<file path="src/rtl/lvds_rx_pkg.sv">
`default_nettype none
// +----------------------------------------------------------------------+
// | Package : lvds_rx_pkg                                                |
// | Brief   : Shared constants and state type for the LVDS receive path. |
// | Rev     : 1.0  initial release                                       |
// +----------------------------------------------------------------------+
package lvds_rx_pkg;

    localparam logic [9:0] K28_5_RDN = 10'h17C;
    localparam logic [9:0] K28_5_RDP = 10'h283;
    localparam logic [3:0] SLIP_MAX  = 4'd9;

    typedef enum logic [1:0] {
        HUNT   = 2'd0,
        SETTLE = 2'd1,
        VERIFY = 2'd2,
        LOCKED = 2'd3
    } align_state_t;

endpackage
`default_nettype wire

</file>
<file path="src/rtl/comma_detect_10b.sv">
`default_nettype none
// +----------------------------------------------------------------------+
// | Module : comma_detect_10b                                            |
// | Brief  : Combinational K28.5 match, either running disparity.        |
// | Rev    : 1.0  initial release                                        |
// +----------------------------------------------------------------------+
module comma_detect_10b
    import lvds_rx_pkg::*;
(
    input  logic [9:0] i_data,
    output logic       o_comma
);

    assign o_comma = (i_data == K28_5_RDN) || (i_data == K28_5_RDP);

endmodule
`default_nettype wire

</file>
<file path="src/rtl/word_aligner_10b.sv">
`default_nettype none
// +----------------------------------------------------------------------+
// | Module : word_aligner_10b                                            |
// | Brief  : Steps gearbox slip until K28.5 commas land word-aligned.    |
// | Rev    : 1.0  initial release                                        |
// +----------------------------------------------------------------------+
module word_aligner_10b
    import lvds_rx_pkg::*;
#(
    parameter int SEARCH_WINDOW = 64,
    parameter int SETTLE_CYCLES = 8,
    parameter int LOCK_COUNT    = 4,
    parameter int LOSS_WINDOW   = 256
) (
    input  logic       clock,
    input  logic       reset_n,
    input  logic [9:0] datain,
    input  logic       enable,
    input  logic       realign,
    output logic [3:0] slip_bits,
    output logic [9:0] dataout,
    output logic       comma,
    output logic       aligned,
    output logic [7:0] slip_count
);

    localparam int c_WIN_SPAN = (SEARCH_WINDOW > LOSS_WINDOW) ? SEARCH_WINDOW : LOSS_WINDOW;
    localparam int c_WIN_W    = $clog2(c_WIN_SPAN) + 1;
    localparam int c_SET_W    = $clog2(SETTLE_CYCLES) + 1;
    localparam int c_HIT_W    = $clog2(LOCK_COUNT) + 1;

    localparam logic [c_WIN_W-1:0] c_SEARCH_LAST = c_WIN_W'(SEARCH_WINDOW - 1);
    localparam logic [c_WIN_W-1:0] c_LOSS_LAST   = c_WIN_W'(LOSS_WINDOW - 1);
    localparam logic [c_WIN_W-1:0] c_WIN_SAT     = '1;
    localparam logic [c_SET_W-1:0] c_SETTLE_LAST = c_SET_W'(SETTLE_CYCLES - 1);
    localparam logic [c_HIT_W-1:0] c_LOCK_LAST   = c_HIT_W'(LOCK_COUNT - 1);

    align_state_t       r_state;
    align_state_t       w_state_nxt;
    logic [c_WIN_W-1:0] r_win;
    logic [c_WIN_W-1:0] w_win_nxt;
    logic [c_SET_W-1:0] r_set;
    logic [c_SET_W-1:0] w_set_nxt;
    logic [c_HIT_W-1:0] r_hits;
    logic [c_HIT_W-1:0] w_hits_nxt;
    logic               w_slip_adv;
    logic [3:0]         w_slip_next;
    logic [3:0]         r_slip;
    logic [7:0]         r_slip_cnt;
    logic               r_aligned;
    logic [9:0]         r_dataout;
    logic               r_comma;
    logic               w_comma;

    comma_detect_10b u_comma_detect (
        .i_data  (datain),
        .o_comma (w_comma)
    );

    assign w_slip_next = (r_slip == SLIP_MAX) ? 4'd0 : r_slip + 4'd1;

    always_comb begin
        w_state_nxt = r_state;
        w_win_nxt   = (r_win == c_WIN_SAT) ? r_win : r_win + 1'b1;
        w_set_nxt   = '0;
        w_hits_nxt  = r_hits;
        w_slip_adv  = 1'b0;
        // enable outranks realign; both force a clean re-hunt at the current slip
        if (!enable || realign) begin
            w_state_nxt = HUNT;
            w_win_nxt   = '0;
            w_hits_nxt  = '0;
        end else begin
            case (r_state)
                HUNT: begin
                    if (w_comma) begin
                        w_state_nxt = VERIFY;
                        w_win_nxt   = '0;
                        w_hits_nxt  = c_HIT_W'(1);
                    end else if (r_win == c_SEARCH_LAST) begin
                        w_state_nxt = SETTLE;
                        w_win_nxt   = '0;
                        w_slip_adv  = 1'b1;
                    end
                end
                SETTLE: begin
                    w_win_nxt = '0;
                    if (r_set == c_SETTLE_LAST) begin
                        w_state_nxt = HUNT;
                    end else begin
                        w_set_nxt = r_set + 1'b1;
                    end
                end
                VERIFY: begin
                    if (w_comma) begin
                        w_win_nxt = '0;
                        if (r_hits == c_LOCK_LAST) begin
                            w_state_nxt = LOCKED;
                            w_hits_nxt  = '0;
                        end else begin
                            w_hits_nxt = r_hits + 1'b1;
                        end
                    end else if (r_win == c_SEARCH_LAST) begin
                        w_state_nxt = SETTLE;
                        w_win_nxt   = '0;
                        w_hits_nxt  = '0;
                        w_slip_adv  = 1'b1;
                    end
                end
                LOCKED: begin
                    if (w_comma) begin
                        w_win_nxt = '0;
                    end else if (r_win == c_LOSS_LAST) begin
                        w_state_nxt = HUNT;
                        w_win_nxt   = '0;
                    end
                end
                default: begin
                    w_state_nxt = HUNT;
                    w_win_nxt   = '0;
                    w_hits_nxt  = '0;
                end
            endcase
        end
    end

    always_ff @(posedge clock or negedge reset_n) begin
        if (!reset_n) begin
            r_state    <= HUNT;
            r_win      <= '0;
            r_set      <= '0;
            r_hits     <= '0;
            r_slip     <= '0;
            r_slip_cnt <= '0;
            r_aligned  <= 1'b0;
        end else begin
            r_state   <= w_state_nxt;
            r_win     <= w_win_nxt;
            r_set     <= w_set_nxt;
            r_hits    <= w_hits_nxt;
            r_aligned <= (w_state_nxt == LOCKED);
            if (w_slip_adv) begin
                r_slip <= w_slip_next;
                if (r_slip_cnt != 8'hFF) begin
                    r_slip_cnt <= r_slip_cnt + 8'd1;
                end
            end
        end
    end

    always_ff @(posedge clock or negedge reset_n) begin
        if (!reset_n) begin
            r_dataout <= '0;
            r_comma   <= 1'b0;
        end else begin
            r_dataout <= datain;
            r_comma   <= w_comma;
        end
    end

    assign slip_bits  = r_slip;
    assign slip_count = r_slip_cnt;
    assign aligned    = r_aligned;
    assign dataout    = r_dataout;
    assign comma      = r_comma;

endmodule
`default_nettype wire

</file>
<file path="config.mk">
export PLATFORM = sky130hd
export DESIGN_NAME = word_aligner_10b
export DESIGN_NICKNAME = d
export VERILOG_FILES = /design/src/rtl/lvds_rx_pkg.sv /design/src/rtl/comma_detect_10b.sv /design/src/rtl/word_aligner_10b.sv
export SDC_FILE = /design/constraint.sdc
export NUM_CORES = 1
export LEC_CHECK = 0
export CAP_MARGIN = 20
export CORE_MARGIN = 5
export CORE_UTILIZATION = 40
export CTS_CLUSTER_SIZE = 30
export DETAILED_ROUTE_END_ITERATION = 16
export GPL_TIMING_DRIVEN = 1
export PLACE_DENSITY = 0.65
export SYNTH_ARGS = -nofsm -noshare
export SYNTH_HDL_FRONTEND = slang
export SYNTH_SLANG_ARGS = --single-unit
</file>
<file path="constraint.sdc">
create_clock -name clock -period 2.65 [get_ports clock]
set_input_delay 0.265 -clock clock [delete_from_list [all_inputs] [get_ports clock]]
set_output_delay 0.265 -clock clock [all_outputs]
set_load 0.005 [all_outputs]
</file>
Word-level counts from Yosys, hierarchy flattened
Cells that the tools add are included.
Storage, ports and cells
  bits in registers: 42
  input bits: 14
  output and inout port bits: 24
  logic and storage cells: 67
Cells by class
  $add $sub $neg: 5
  equal/unequal tests: 15
  muxes and demuxes: 30
  reduce and logical (&&, ||, !) cells: 8
Operators by type and width (number)
  2-to-1 mux 9 bit: 6
  case mux 9 bit (3 select lines): 1
  2-to-1 mux 2 bit: 8
  2-to-1 mux 4 bit: 4
  2-to-1 mux 3 bit: 5
  equality test 10 bit, second input constant: 1
  equality test 10 x 9 -> 1 bit, second input constant: 1
  adder 9 x 1 -> 9 bit, second input constant: 1
  equality test 9 x 6 -> 1 bit, second input constant: 1
  equality test 9 x 8 -> 1 bit, second input constant: 1
  equality test 9 bit, second input constant: 1
  adder 4 x 1 -> 4 bit, second input constant: 2
  adder 8 x 1 -> 8 bit, second input constant: 1
  inequality test 8 bit, second input constant: 1
  case mux 2 bit (4 select lines): 1
  equality test 2 bit, second input constant: 3
  case mux 3 bit (2 select lines): 1
  equality test 4 x 3 -> 1 bit, second input constant: 1
  equality test 4 bit, second input constant: 1
  2-to-1 mux 1 bit: 4
  inequality test 4 bit, second input constant: 1
  adder 3 x 1 -> 3 bit, second input constant: 1
  equality test 3 x 2 -> 1 bit, second input constant: 1
  inequality test 3 bit, second input constant: 1
  8 further kinds: 9

Depth between registers and ports, before layout
  depth in word-level cells: 6
  depth in mapped cells: 7
  depth with buffers taken out: 6

Cells and area by module
From an unflattened synthesis, not the netlist that was laid out.
Second synthesis, totals
  cells, all modules: 184
  area, all modules: 2014.4 µm²
By module, submodules not included
  word_aligner_10b: times used 1, cells each 177, area each 1949.4 µm²
  comma_detect_10b: times used 1, cells each 7, area each 65.1 µm²

Worst setup path after synthesis
Ideal clock, no wire load.
  path type: input-to-reg
  start point: input datain[4]
  end point: register r_slip_cnt[1], in the netlist slip_count[1]
  library setup time: 0.125 ns
  data arrival time: 1.770 ns
  path slack: 0.754 ns
  stages on the path: 5
  buffers on the path: 0
  path through: or4b_4 -> or4_4 -> nand4_4 -> nor2_2 -> mux2_4
Between the ends
  cells in the longest elaborated chain, start to end: 6
  elaborated cells on any way between the ends: 7
Ends and longest elaborated chain
  start, declared: RTL line word_aligner_10b.sv:17  | input logic [9:0] datain,
  equality test 10 x 9 -> 1 bit or equality test 10 bit (tied branches): RTL line comma_detect_10b.sv:14  | assign o_comma = (i_data == K28_5_RDN) || (i_data == K28_5_RDP);
  logical OR 1 bit (*): RTL line comma_detect_10b.sv:14
  2-to-1 mux 1 bit (*): RTL line word_aligner_10b.sv:95  | if (w_comma) begin
  2-to-1 mux 1 bit (*)
  2-to-1 mux 1 bit (*): RTL line word_aligner_10b.sv:69  | if (!enable || realign) begin
  AND reduction 2 bit (no source line) (*)
  end signal, assigned: RTL line word_aligner_10b.sv:145  | r_slip_cnt <= r_slip_cnt + 8'd1;
  end, declared: RTL line word_aligner_10b.sv:49  | logic [7:0] r_slip_cnt;
Every way passes the cells marked *; elsewhere a longest branch is shown, timed or not.
A chain may end at the register's enable or synchronous reset.

Worst setup path in the final report
  start point: input datain[4]
  end point: register r_win[7]
Between the ends
  cells in the longest elaborated chain, start to end: 5
  elaborated cells on any way between the ends: 7
Ends and longest elaborated chain
  equality test 10 x 9 -> 1 bit or equality test 10 bit (tied branches): RTL line comma_detect_10b.sv:14
  logical OR 1 bit (*): RTL line comma_detect_10b.sv:14
  2-to-1 mux 9 bit, on equally long branches: RTL line word_aligner_10b.sv:111, word_aligner_10b.sv:95
  case mux 9 bit (3 select lines) (*): RTL line word_aligner_10b.sv:74  | case (r_state)
  2-to-1 mux 9 bit (*): RTL line word_aligner_10b.sv:69
  named net w_win_nxt[7]: RTL line word_aligner_10b.sv:41  | logic [c_WIN_W-1:0] w_win_nxt;
  end signal, assigned: RTL line word_aligner_10b.sv:138  | r_win <= w_win_nxt;
  end, declared: RTL line word_aligner_10b.sv:40  | logic [c_WIN_W-1:0] r_win;
The timed path passes the listed nets; every way through them passes the cells marked *.

==> run metrics <==
status finished, final reports clean; Wirelength per Cell approximately 14 um; multi-input logic area 920.9 sq um; Worst EP arrival 2.30 ns; grt total ovfl 0; Filler cells 447; Fin Clk Skew 0.006777 ns; Slowest-stage cell, CP or4b_4; cells along the critical path clkdlybuf4s50_1, or4b_4, or4_4, nand3_1, o21bai_2, nor2_1; RSZ-0062 raised after global routing false; die extent in y 80.99 um; root buffer cell clkbuf_8; H-tree Lvls 2; Finish-stage setup viols 0; main combinational cell family by area after synthesis simple AND/OR/NAND/NOR gates; Max Cap Viol 0; Slew @ Worst Pin 0.9107 ns; crit path buf inv count 1; buffer levels on the longest clock path 2; FMAX 470.1 MHz; fin cells 291; CTS tree yes; Setup crit start datain[4]; Core Util, Final 0.5374; CTS resizes 0; worst r2r dst aligned$_DFF_PN0_; Worst Path Required ~2.8 ns; post-synthesis adder-cell area fraction 0.02483; Iter 0 DRT Violations around 140; router iterations before antenna repair 4; die area 6559 sq um; vias after detailed routing 1492; crit share post-route 0.8028; Via density 5.127; Area Growth Syn to Fin 28.43%; Sink Count 42; Synth Instances 183; Hold-fix buffers, CTS 0; port bufs 37; crit path max fanout 8; internal power of the cells 1.069 mW; largest net degree at the start of global routing 43; Clock Power Share 0.449; top-area cell type share of the netlist area 0.5214; worst vdd ir 0.0002737 V; Crit Path Category in2reg; total power around 1.3 mW; fraction of the mapped netlist area in compound gates 0.1018; main area contributors after synthesis dfrtp_1 (52%), xor2_1 (4.8%), nor2_1 (2.8%), nand3_1 (2.7%), ha_1 (2.5%); Reg area between 1000 and 1500 sq um; number of primary I/O pins 38; gp weighted congestion 0.7823; Unique masters post-synth 47; Slew Viols, Final 0; later-pin clock latency in the skew report approximately 0.30 ns; Routed WL 4073 um; Worst Hold Class in2async; Seq pwr share 0.494; antenna viol nets, final 0; Startpoint Class input pin; Largest stage delay, worst path around 0.57 ns; final hold vios 0; number of synthesized flops with an enable pin 0; total setup buffers inserted after CTS 0; Reg clk slew, reported paths 0.08 ns; antenna violations before repair 0; vias in the first global route ~1500; cell taking the most area after synthesis dfrtp_1; leakage between 1 and 1.5 nW; Top delay family on crit path simple AND/OR/NAND/NOR gates; first-pass GRT wire length 6996 um; Setup crit end kind register; post-synthesis sequential area ratio 0.5214; async set-reset flop share out of synthesis 1.000; Syn Area/Cell 11.01 sq um; main flop type after synthesis dfrtp_1; R2R Path Start r_win[0]$_DFF_PN0_; Gate power share 0.057; overall global routing resource usage 0.1389; switching part of the total power 0.1974; Post-Syn Area 2016 sq um; Syn Nets approximately 200; fin nets 241; flops & latches, synth 42; Synth Area in XOR/XNOR 0.06083; TNS Setup 0 ns; Tmin final between 2 and 2.5 ns; r2r setup slk 0.56 ns; drt drc 0; Switch Pwr 262.8 uW; Initial Utilization 0.4184; Row Count 25; Ant. Diodes 0; Core ar. between 4000 and 5000 sq um; YS warnings 0; post-DP HPWL 2927 um; total CTS buffers 5; Die Wd 80.99 um; layout cells sized above 1 0.1071; Post-Synth Simple-Gate Area 0.2495; Placed Cells 283; mux share of post-synthesis cell area 0.01986; r2r worst-path depth 5; Power Density 514.3 nW/um^2; relative slew slack 0.3929
[Yosys cell counts (2+ instances only)]
library cell  count
a21oi_1           6
buf_2             2
nor2_1           15
nand2_1           9
o21a_1            2
nand3_1          11
ha_1              4
o211ai_1          2
nand2b_1          3
nor4_4            2
inv_1             6
xor2_1           11
dfrtp_1          42
nor4_1            2
nor4b_1           2
or4_1             2
o311a_1           2
and3_1            6
mux2_4            2
clkbuf_1          3
nor3_1           10
o21ai_0           6
xnor2_1           3
nor2b_1           3
nand4_1           5
[through the flow]
step                hold WS (ns)  worst slack (ns)  cell area [sq um]
detailed placement        0.4619            0.2030               2451
finish                   0.09688            0.5226               2589
global route              0.1911            0.3540               2589
CTS                       0.1319            0.5231               2589
global placement          0.4611            0.2307               2451
floorplan               -0.03059            0.7545               2016
[logic make-up (layout without fill, tap and decap cells)]
kind of cell               Yosys count  in the layout
and+or+nand+nor                     81             81
DFF                                 42             42
AOI/OAI and AO/OA                   28             28
xor gates and xnor gates            14             14
buffers and inverters               11             52
adders and majority gates            4              4
muxes                                3              3
[registers in the layout, summed over array words and instances (netlist names)]
| signal | cells |
|---|---|
| dataout | 10 |
| r_win | 9 |
| slip_count | 8 |
| r_set | 4 |
| slip_bits | 4 |
| r_hits | 3 |
| r_state | 2 |
| aligned | 1 |
| comma | 1 |
[worst max-delay path by stage]
| stage | end | depth (start not counted) | slack [ns] |
|---|---|---|---|
| global route | r_hits[0]$_DFFE_PN0P_ | 6 | 0.35 |
| detailed placement | r_win[5]$_DFF_PN0_ | 6 | 0.20 |
| global placement | slip_count[1]$_DFFE_PN0P_ | 6 | 0.23 |
| CTS | r_win[5]$_DFF_PN0_ | 6 | 0.52 |
| finish | r_win[7]$_DFF_PN0_ | 6 | 0.52 |
| floorplan | slip_count[1]$_DFFE_PN0P_ | 5 | 0.75 |
[worst register-to-register path, stage by stage, from the launching register on]
cell,delay [ns]
dfrtp_1,0.44
ha_1,0.27
nand3_1,0.19
o311ai_0,0.65
o221a_2,0.35
a211oi_2,0.05
[power groups by stage]
stage	clock, mW	sequential [mW]	combinational (mW)
detailed placement	0	0.670	0.0776
CTS	0.615	0.657	0.0784
finish	0.598	0.657	0.0759
global placement	0	0.670	0.0768
floorplan	0	0.671	0.0154
global route	0.644	0.659	0.0848
[final cells by class]
type / instances / share of cell area
multi-input cells: 130 / 0.3557
inverters: 6 / 0.008700
clock buffers: 5 / 0.02658
repair buffers: 38 / 0.1440
flip-flops and latches: 42 / 0.4060
well taps: 67 / 0.03238
clock inverters: 3 / 0.02658
[placed cells by master, fill, tap and decap left out, types with 3 or more instances in the layout]
| cell type | n |
|---|---|
| nand2_1 | 9 |
| nor2b_1 | 3 |
| dfrtp_1 | 42 |
| xor2_1 | 11 |
| nand2b_1 | 3 |
| ha_1 | 4 |
| nand4_1 | 5 |
| and3_1 | 6 |
| nor2_1 | 15 |
| nand3_1 | 11 |
| clkdlybuf4s50_1 | 36 |
| o21ai_0 | 6 |
| inv_1 | 6 |
| a21oi_1 | 6 |
| nor3_1 | 10 |
| xnor2_1 | 3 |
| clkbuf_8 | 5 |
[metal layers]
metal | global-route usage | vias up | routed length [um]
met5 | 0 | - | 0
met4 | 0.05068 | 0 | 81
met3 | 0.04102 | 8 | 149
met2 | 0.2250 | 22 | 1943
met1 | 0.1757 | 714 | 1898
li1 | - | 748 | -
(Power assumes the default switching activity.)
